### config.mk
export PLATFORM = sky130hd
export DESIGN_NAME = pipeline_stall_ctrl_flat
export DESIGN_NICKNAME = d
export VERILOG_FILES = /design/src/rtl/pipeline_stall_ctrl_pkg.sv /design/src/rtl/pipeline_stall_ctrl_if.sv /design/src/rtl/pipeline_stall_ctrl_sat_counter.sv /design/src/rtl/pipeline_stall_ctrl.sv /design/src/flat_wrapper.sv
export SDC_FILE = /design/constraint.sdc
export NUM_CORES = 1
export LEC_CHECK = 0
export CAP_MARGIN = 20
export CORE_MARGIN = 10
export CORE_UTILIZATION = 48
export DETAILED_ROUTE_END_ITERATION = 10
export GPL_TIMING_DRIVEN = 0
export PLACE_DENSITY = 0.85
export SLEW_MARGIN = 30
export SYNTH_ARGS = -nofsm -noshare
export SYNTH_HDL_FRONTEND = slang
export SYNTH_HIERARCHICAL = 1
export SYNTH_SLANG_ARGS = --single-unit
### constraint.sdc
create_clock -name clk -period 2 [get_ports clk]
set_input_delay 0.3 -clock clk [delete_from_list [all_inputs] [get_ports clk]]
set_output_delay 0.3 -clock clk [all_outputs]
set_load 0.005 [all_outputs]
### src/rtl/pipeline_stall_ctrl_pkg.sv
// Shared definitions for the pipeline stall controller: state encoding and
// limits for the load-use penalty and its down-counter.
package pipe_ctrl_pkg;

  typedef enum logic {
    RUN        = 1'b0,
    LOAD_STALL = 1'b1
  } state_e;

  localparam int unsigned LSC_MIN     = 1;
  localparam int unsigned LSC_MAX     = 15;
  localparam int unsigned STALL_CNT_W = 4;

endpackage

### src/rtl/pipeline_stall_ctrl_if.sv
// Request/control bundle between hazard detection, the stall controller and
// the pipeline registers, plus the performance counter readout.
interface pipeline_stall_ctrl_if #(
  parameter int unsigned CNT_W = 32
);
  logic             hazard_stall;
  logic             branch_taken;
  logic             mem_busy;
  logic             cnt_clr;
  logic             pc_write;
  logic             if_id_write;
  logic             if_id_flush;
  logic             id_ex_write;
  logic             id_ex_flush;
  logic             ex_mem_write;
  logic [CNT_W-1:0] stall_cycles;
  logic [CNT_W-1:0] flush_events;
  logic [CNT_W-1:0] freeze_cycles;

  modport master (
    output hazard_stall, branch_taken, mem_busy, cnt_clr,
    input  pc_write, if_id_write, if_id_flush, id_ex_write, id_ex_flush,
           ex_mem_write, stall_cycles, flush_events, freeze_cycles
  );

  modport slave (
    input  hazard_stall, branch_taken, mem_busy, cnt_clr,
    output pc_write, if_id_write, if_id_flush, id_ex_write, id_ex_flush,
           ex_mem_write, stall_cycles, flush_events, freeze_cycles
  );
endinterface

### src/rtl/pipeline_stall_ctrl_sat_counter.sv
// Saturating event counter with synchronous clear that overrides increment.
module sat_counter #(
  parameter int unsigned W = 32
) (
  input  logic         clk,
  input  logic         rst_n,
  input  logic         clr,
  input  logic         inc,
  output logic [W-1:0] count
);

  always_ff @(posedge clk or negedge rst_n) begin
    if (!rst_n) begin
      count <= '0;
    end else if (clr) begin
      count <= '0;
    end else if (inc && (count != '1)) begin
      count <= count + 1'b1;
    end
  end

endmodule

### src/rtl/pipeline_stall_ctrl.sv
// Turns load-use stall, branch flush and memory-wait requests into per-stage
// write-enable/flush controls, with a multi-cycle load-use penalty.
module pipeline_stall_ctrl
  import pipe_ctrl_pkg::*;
#(
  parameter int unsigned LOAD_STALL_CYCLES = 1,
  parameter int unsigned CNT_W             = 32
) (
  input logic                  clk,
  input logic                  rst_n,
  pipeline_stall_ctrl_if.slave bus
);

  if (LOAD_STALL_CYCLES < LSC_MIN || LOAD_STALL_CYCLES > LSC_MAX) begin : g_bad_lsc
    $error("LOAD_STALL_CYCLES must be within 1..15");
  end

  localparam logic [STALL_CNT_W-1:0] RELOAD =
    STALL_CNT_W'((LOAD_STALL_CYCLES > 1) ? (LOAD_STALL_CYCLES - 2) : 0);

  state_e                 state_q, state_d;
  logic [STALL_CNT_W-1:0] cnt_q, cnt_d;
  logic                   inc_stall, inc_flush, inc_freeze;

  always_ff @(posedge clk or negedge rst_n) begin
    if (!rst_n) begin
      state_q <= RUN;
      cnt_q   <= '0;
    end else begin
      state_q <= state_d;
      cnt_q   <= cnt_d;
    end
  end

  // Outputs also depend on rst_n so reset forces the flush pattern at once.
  always_comb begin
    state_d          = state_q;
    cnt_d            = cnt_q;
    inc_stall        = 1'b0;
    inc_flush        = 1'b0;
    inc_freeze       = 1'b0;
    bus.pc_write     = 1'b1;
    bus.if_id_write  = 1'b1;
    bus.if_id_flush  = 1'b0;
    bus.id_ex_write  = 1'b1;
    bus.id_ex_flush  = 1'b0;
    bus.ex_mem_write = 1'b1;

    if (!rst_n) begin
      bus.pc_write     = 1'b0;
      bus.if_id_write  = 1'b0;
      bus.if_id_flush  = 1'b1;
      bus.id_ex_write  = 1'b0;
      bus.id_ex_flush  = 1'b1;
      bus.ex_mem_write = 1'b0;
    end else if (bus.mem_busy) begin
      bus.pc_write     = 1'b0;
      bus.if_id_write  = 1'b0;
      bus.id_ex_write  = 1'b0;
      bus.ex_mem_write = 1'b0;
      inc_freeze       = 1'b1;
    end else if (bus.branch_taken) begin
      bus.if_id_flush = 1'b1;
      bus.id_ex_flush = 1'b1;
      state_d         = RUN;
      cnt_d           = '0;
      inc_flush       = 1'b1;
    end else if (state_q == LOAD_STALL || bus.hazard_stall) begin
      bus.pc_write    = 1'b0;
      bus.if_id_write = 1'b0;
      bus.id_ex_flush = 1'b1;
      inc_stall       = 1'b1;
      if (state_q == RUN) begin
        // The hazard cycle is the first bubble; the counter covers the rest.
        if (LOAD_STALL_CYCLES > 1) begin
          state_d = LOAD_STALL;
          cnt_d   = RELOAD;
        end
      end else if (cnt_q == '0) begin
        state_d = RUN;
      end else begin
        cnt_d = cnt_q - 1'b1;
      end
    end
  end

  sat_counter #(.W(CNT_W)) u_stall_cnt (
    .clk   (clk),
    .rst_n (rst_n),
    .clr   (bus.cnt_clr),
    .inc   (inc_stall),
    .count (bus.stall_cycles)
  );

  sat_counter #(.W(CNT_W)) u_flush_cnt (
    .clk   (clk),
    .rst_n (rst_n),
    .clr   (bus.cnt_clr),
    .inc   (inc_flush),
    .count (bus.flush_events)
  );

  sat_counter #(.W(CNT_W)) u_freeze_cnt (
    .clk   (clk),
    .rst_n (rst_n),
    .clr   (bus.cnt_clr),
    .inc   (inc_freeze),
    .count (bus.freeze_cycles)
  );

endmodule

### src/flat_wrapper.sv
// flat-port wrapper written by rule: the top's interface ports become plain ports
module pipeline_stall_ctrl_flat import pipe_ctrl_pkg::*;
#(
  parameter int unsigned LOAD_STALL_CYCLES = 1,
  parameter int unsigned CNT_W             = 32
)
  (clk, rst_n, bus_hazard_stall, bus_branch_taken, bus_mem_busy, bus_cnt_clr, bus_pc_write, bus_if_id_write, bus_if_id_flush, bus_id_ex_write, bus_id_ex_flush, bus_ex_mem_write, bus_stall_cycles, bus_flush_events, bus_freeze_cycles);
  pipeline_stall_ctrl_if #(.CNT_W(CNT_W)) bus_i ();
  input logic clk;
  input logic rst_n;
  input wire logic [$bits(bus_i.hazard_stall)-1:0] bus_hazard_stall;
  input wire logic [$bits(bus_i.branch_taken)-1:0] bus_branch_taken;
  input wire logic [$bits(bus_i.mem_busy)-1:0] bus_mem_busy;
  input wire logic [$bits(bus_i.cnt_clr)-1:0] bus_cnt_clr;
  output wire logic [$bits(bus_i.pc_write)-1:0] bus_pc_write;
  output wire logic [$bits(bus_i.if_id_write)-1:0] bus_if_id_write;
  output wire logic [$bits(bus_i.if_id_flush)-1:0] bus_if_id_flush;
  output wire logic [$bits(bus_i.id_ex_write)-1:0] bus_id_ex_write;
  output wire logic [$bits(bus_i.id_ex_flush)-1:0] bus_id_ex_flush;
  output wire logic [$bits(bus_i.ex_mem_write)-1:0] bus_ex_mem_write;
  output wire logic [$bits(bus_i.stall_cycles)-1:0] bus_stall_cycles;
  output wire logic [$bits(bus_i.flush_events)-1:0] bus_flush_events;
  output wire logic [$bits(bus_i.freeze_cycles)-1:0] bus_freeze_cycles;
  assign bus_i.hazard_stall = bus_hazard_stall;
  assign bus_i.branch_taken = bus_branch_taken;
  assign bus_i.mem_busy = bus_mem_busy;
  assign bus_i.cnt_clr = bus_cnt_clr;
  assign bus_pc_write = bus_i.pc_write;
  assign bus_if_id_write = bus_i.if_id_write;
  assign bus_if_id_flush = bus_i.if_id_flush;
  assign bus_id_ex_write = bus_i.id_ex_write;
  assign bus_id_ex_flush = bus_i.id_ex_flush;
  assign bus_ex_mem_write = bus_i.ex_mem_write;
  assign bus_stall_cycles = bus_i.stall_cycles;
  assign bus_flush_events = bus_i.flush_events;
  assign bus_freeze_cycles = bus_i.freeze_cycles;
  pipeline_stall_ctrl #(.LOAD_STALL_CYCLES(LOAD_STALL_CYCLES), .CNT_W(CNT_W)) u_core (.clk(clk), .rst_n(rst_n), .bus(bus_i));
endmodule
==> flow_metrics.tcl <==
set metrics [dict create \
    status "finished, violations left" \
    violations "negative hold slack, negative setup slack" \
    dpl_worst_slack_ns -0.990 \
    finalNonFillerCells 1004 \
    cp-endpoint "u_core/u_stall_cnt/count[27]$_DFFE_PN0P_" \
    hold_viol 17 \
    worstPathRequired_ns 2.25 \
    synthDominantCellAreaShare 0.425 \
    cts_tree "yes" \
    p_per_area_mw_per_mm2 491 \
    rsz0062_at_grt "true" \
    antenna_found_initial 0 \
    ir_drop_mv 0.551 \
    synth_top_cell_by_area "dfrtp_1" \
    crit_arrival_ns 2.36 \
    die_h_um 131 \
    syn2layout_area_growth_pct 48.5 \
    tightest_slew_ns 0.708 \
    drt_iter0_markers 671 \
    vias_per_cell 6.16 \
    finalMaxSlewViolations 0 \
    holdWs_ns -0.00938 \
    synthTopCellsByArea "dfrtp_1, nor2_1, xnor2_1, nand3_1, a21oi_1" \
    r2r_cells 7 \
    clkSinkCount 101 \
    firstDrtPassIters 7 \
    crit_type "reg2reg" \
    slew_headroom 0.526 \
    route.antenna.remaining_nets 0 \
    grt_max_degree 34 \
    wl_per_cell_um 20.9 \
    antenna_cells 0 \
    dp_hpwl_mm 12.1 \
    synthCells 641 \
    setup_tns_ns -1.62 \
    max_freq_ghz 0.474 \
    drive_gt1_frac 0.286 \
    maxCapViolCount 0 \
    synth_edf_count 0 \
    grt_pass1_vias 6016 \
    initial_utilization 0.493 \
    core_mm2 0.0121 \
    fillers 772 \
    yosysMostFrequentCell "dfrtp_1" \
    dp.cells 917 \
    cp-start-kind "flop" \
    ys_ff_latch 101 \
    synthFlopType "dfrtp_1" \
    timing.rr.end "u_core/u_stall_cnt/count[27]$_DFFE_PN0P_" \
    grt_pass1_wl_mm 30.6 \
    placement.io_buffers 107 \
    cts_made_buffers 9 \
    layout_setup_ws_ns -0.109 \
    netlist_area_mm2 0.00594 \
    root_buffer "clkbuf_16" \
    clock_path_buffers 2 \
    reg2reg_from "u_core/u_stall_cnt/count[16]$_DFFE_PN0P_" \
    yosys_warnings 6 \
    drc 0 \
    p_leak_nw 3.69 \
    rows 40 \
    yosys-top-cells-count "dfrtp_1, nor2_1, nand3_1, nand2_1, a21oi_1" \
    dieArea_mm2 0.0172 \
    r2r_setup_slack_ns -0.11 \
    fin_crit_sh 1.05 \
    period_minus_slack_ns 2.11 \
    place_congestion 0.930 \
    synthArstFlopShare 1.00 \
    nNetsFinal 842 \
    min_path_type "in2async" \
    setup_viol_count_final 27 \
    grtUsageTotal 0.213 \
    insertion_delay_ns 0.36 \
    pin_count 108 \
    drt_wl_total_mm 21.0 \
    htreeDepth 3 \
    vias 6189 \
    die_w_um 131 \
    crit_start "u_core/u_stall_cnt/count[16]$_DFFE_PN0P_" \
    fin_skew_ns 0.00822 \
    end_kind "flop" \
    syn_avg_cell_area_um2 9.27 \
    crit_path_max_fanout 6 \
    path_clk_slew_ns 0.07 \
    syn-num-nets 652 \
    seq_area_frac_synth 0.425 \
    synthDistinctLibCells 50 \
    gr-total-overflow 0 \
]
stage by stage:
stage                     cell area [µm²]  utilization  hold WS (ns)  power, W
after floorplan                      5980            -       0.00441   0.00222
after global placement               7260        0.602         0.533   0.00233
after detailed placement             7290        0.605         0.228   0.00234
after CTS                            8320        0.689        0.0132   0.00434
after global routing                 8820        0.731        0.0192   0.00446
final                                8820        0.731      -0.00938   0.00433
state kept, by name, summed over array words and instances (netlist names):
signal / cells
u_core/u_stall_cnt/count: 32
u_core/u_flush_cnt/count: 32
u_core/cnt_q: 4
u_core/u_freeze_cnt/count: 32
u_core/state_q: 1
cell usage in the layout, fill, tap and decap left out, types with 11 or more instances in the layout:
cell type	instances
a211oi_1	15
a21oi_1	24
and3_1	17
buf_4	59
clkbuf_16	11
clkdlybuf4s50_1	101
dfrtp_1	78
dfrtp_2	23
inv_1	25
nand2_1	35
nand3_1	28
nand4_1	21
nor2_1	83
nor2b_1	20
nor4_4	16
or3_1	12
xnor2_1	30
how the worst min path moves through the flow:
stage / from / endpoint / cells past startpoint
6_report: rst_n / u_core/u_flush_cnt/count[0]$_DFFE_PN0P_ / 2
5_1_grt: rst_n / u_core/u_stall_cnt/count[25]$_DFFE_PN0P_ / 2
4_1_cts: rst_n / u_core/u_freeze_cnt/count[8]$_DFFE_PN0P_ / 2
3_5_place_dp: rst_n / u_core/u_flush_cnt/count[23]$_DFFE_PN0P_ / 1
3_3_place_gp: u_core/cnt_q[3]$_DFFE_PN0P_ / u_core/cnt_q[3]$_DFFE_PN0P_ / 2
2_1_floorplan: rst_n / u_core/cnt_q[0]$_DFFE_PN0P_ / 0
critical path, cell delays in order, from the launching register on:
cell	delay [ns]
dfrtp_1	0.43
nand4_1	0.21
buf_4	0.21
nor4_4	0.36
a21o_1	0.24
buf_6	0.19
nor4_4	0.05
mux2_4	0.30
area by class of cell:
type | instances | area, µm² | share of cell area
buffer | 25 | 173 | 0.0196
inverter | 26 | 101 | 0.0115
clock inverter | 6 | 86.3 | 0.00979
sequential | 101 | 2560 | 0.290
multi-input combinational | 490 | 3670 | 0.416
timing repair buffer | 178 | 1780 | 0.202
clock buffer | 10 | 239 | 0.0271
tap | 168 | 210 | 0.0238
per-layer routing:
layer  vias up  GRT usage  wire [µm]
met2       360      0.374      10700
met1      3066      0.238       7820
met5         -          0          0
met3        68     0.0671       1820
met4         0     0.0754        611
li1       2695          -          -
kinds of logic after synthesis:
logic type	after synthesis	share of synthesized area
buffers and inverters	51	0.0371
AOI/OAI and AO/OA	106	0.125
adders and majority gates	5	0.0105
xor gates and xnor gates	39	0.0575
DFF	101	0.425
and+or+nand+nor	318	0.304
muxes	21	0.0411
power by group:
group / internal (W) / total [W] / switching (W)
clock network: 0.00113 / 0.00193 / 0.000803
registers: 0.00206 / 0.00207 / 0.0000130
logic: 0.000145 / 0.000334 / 0.000188
what timing repair did:
item | CTS | global route
pin swaps | 26 | 33
hold buffers | 4 | 0
endpoints found under the setup margin | 87 | 67
cloned | 3 | 5
hold endpoints to repair | 51 | 0
gates resized for setup | 53 | 95
buffers inserted | 39 | 21
(Power assumes the default switching activity.)
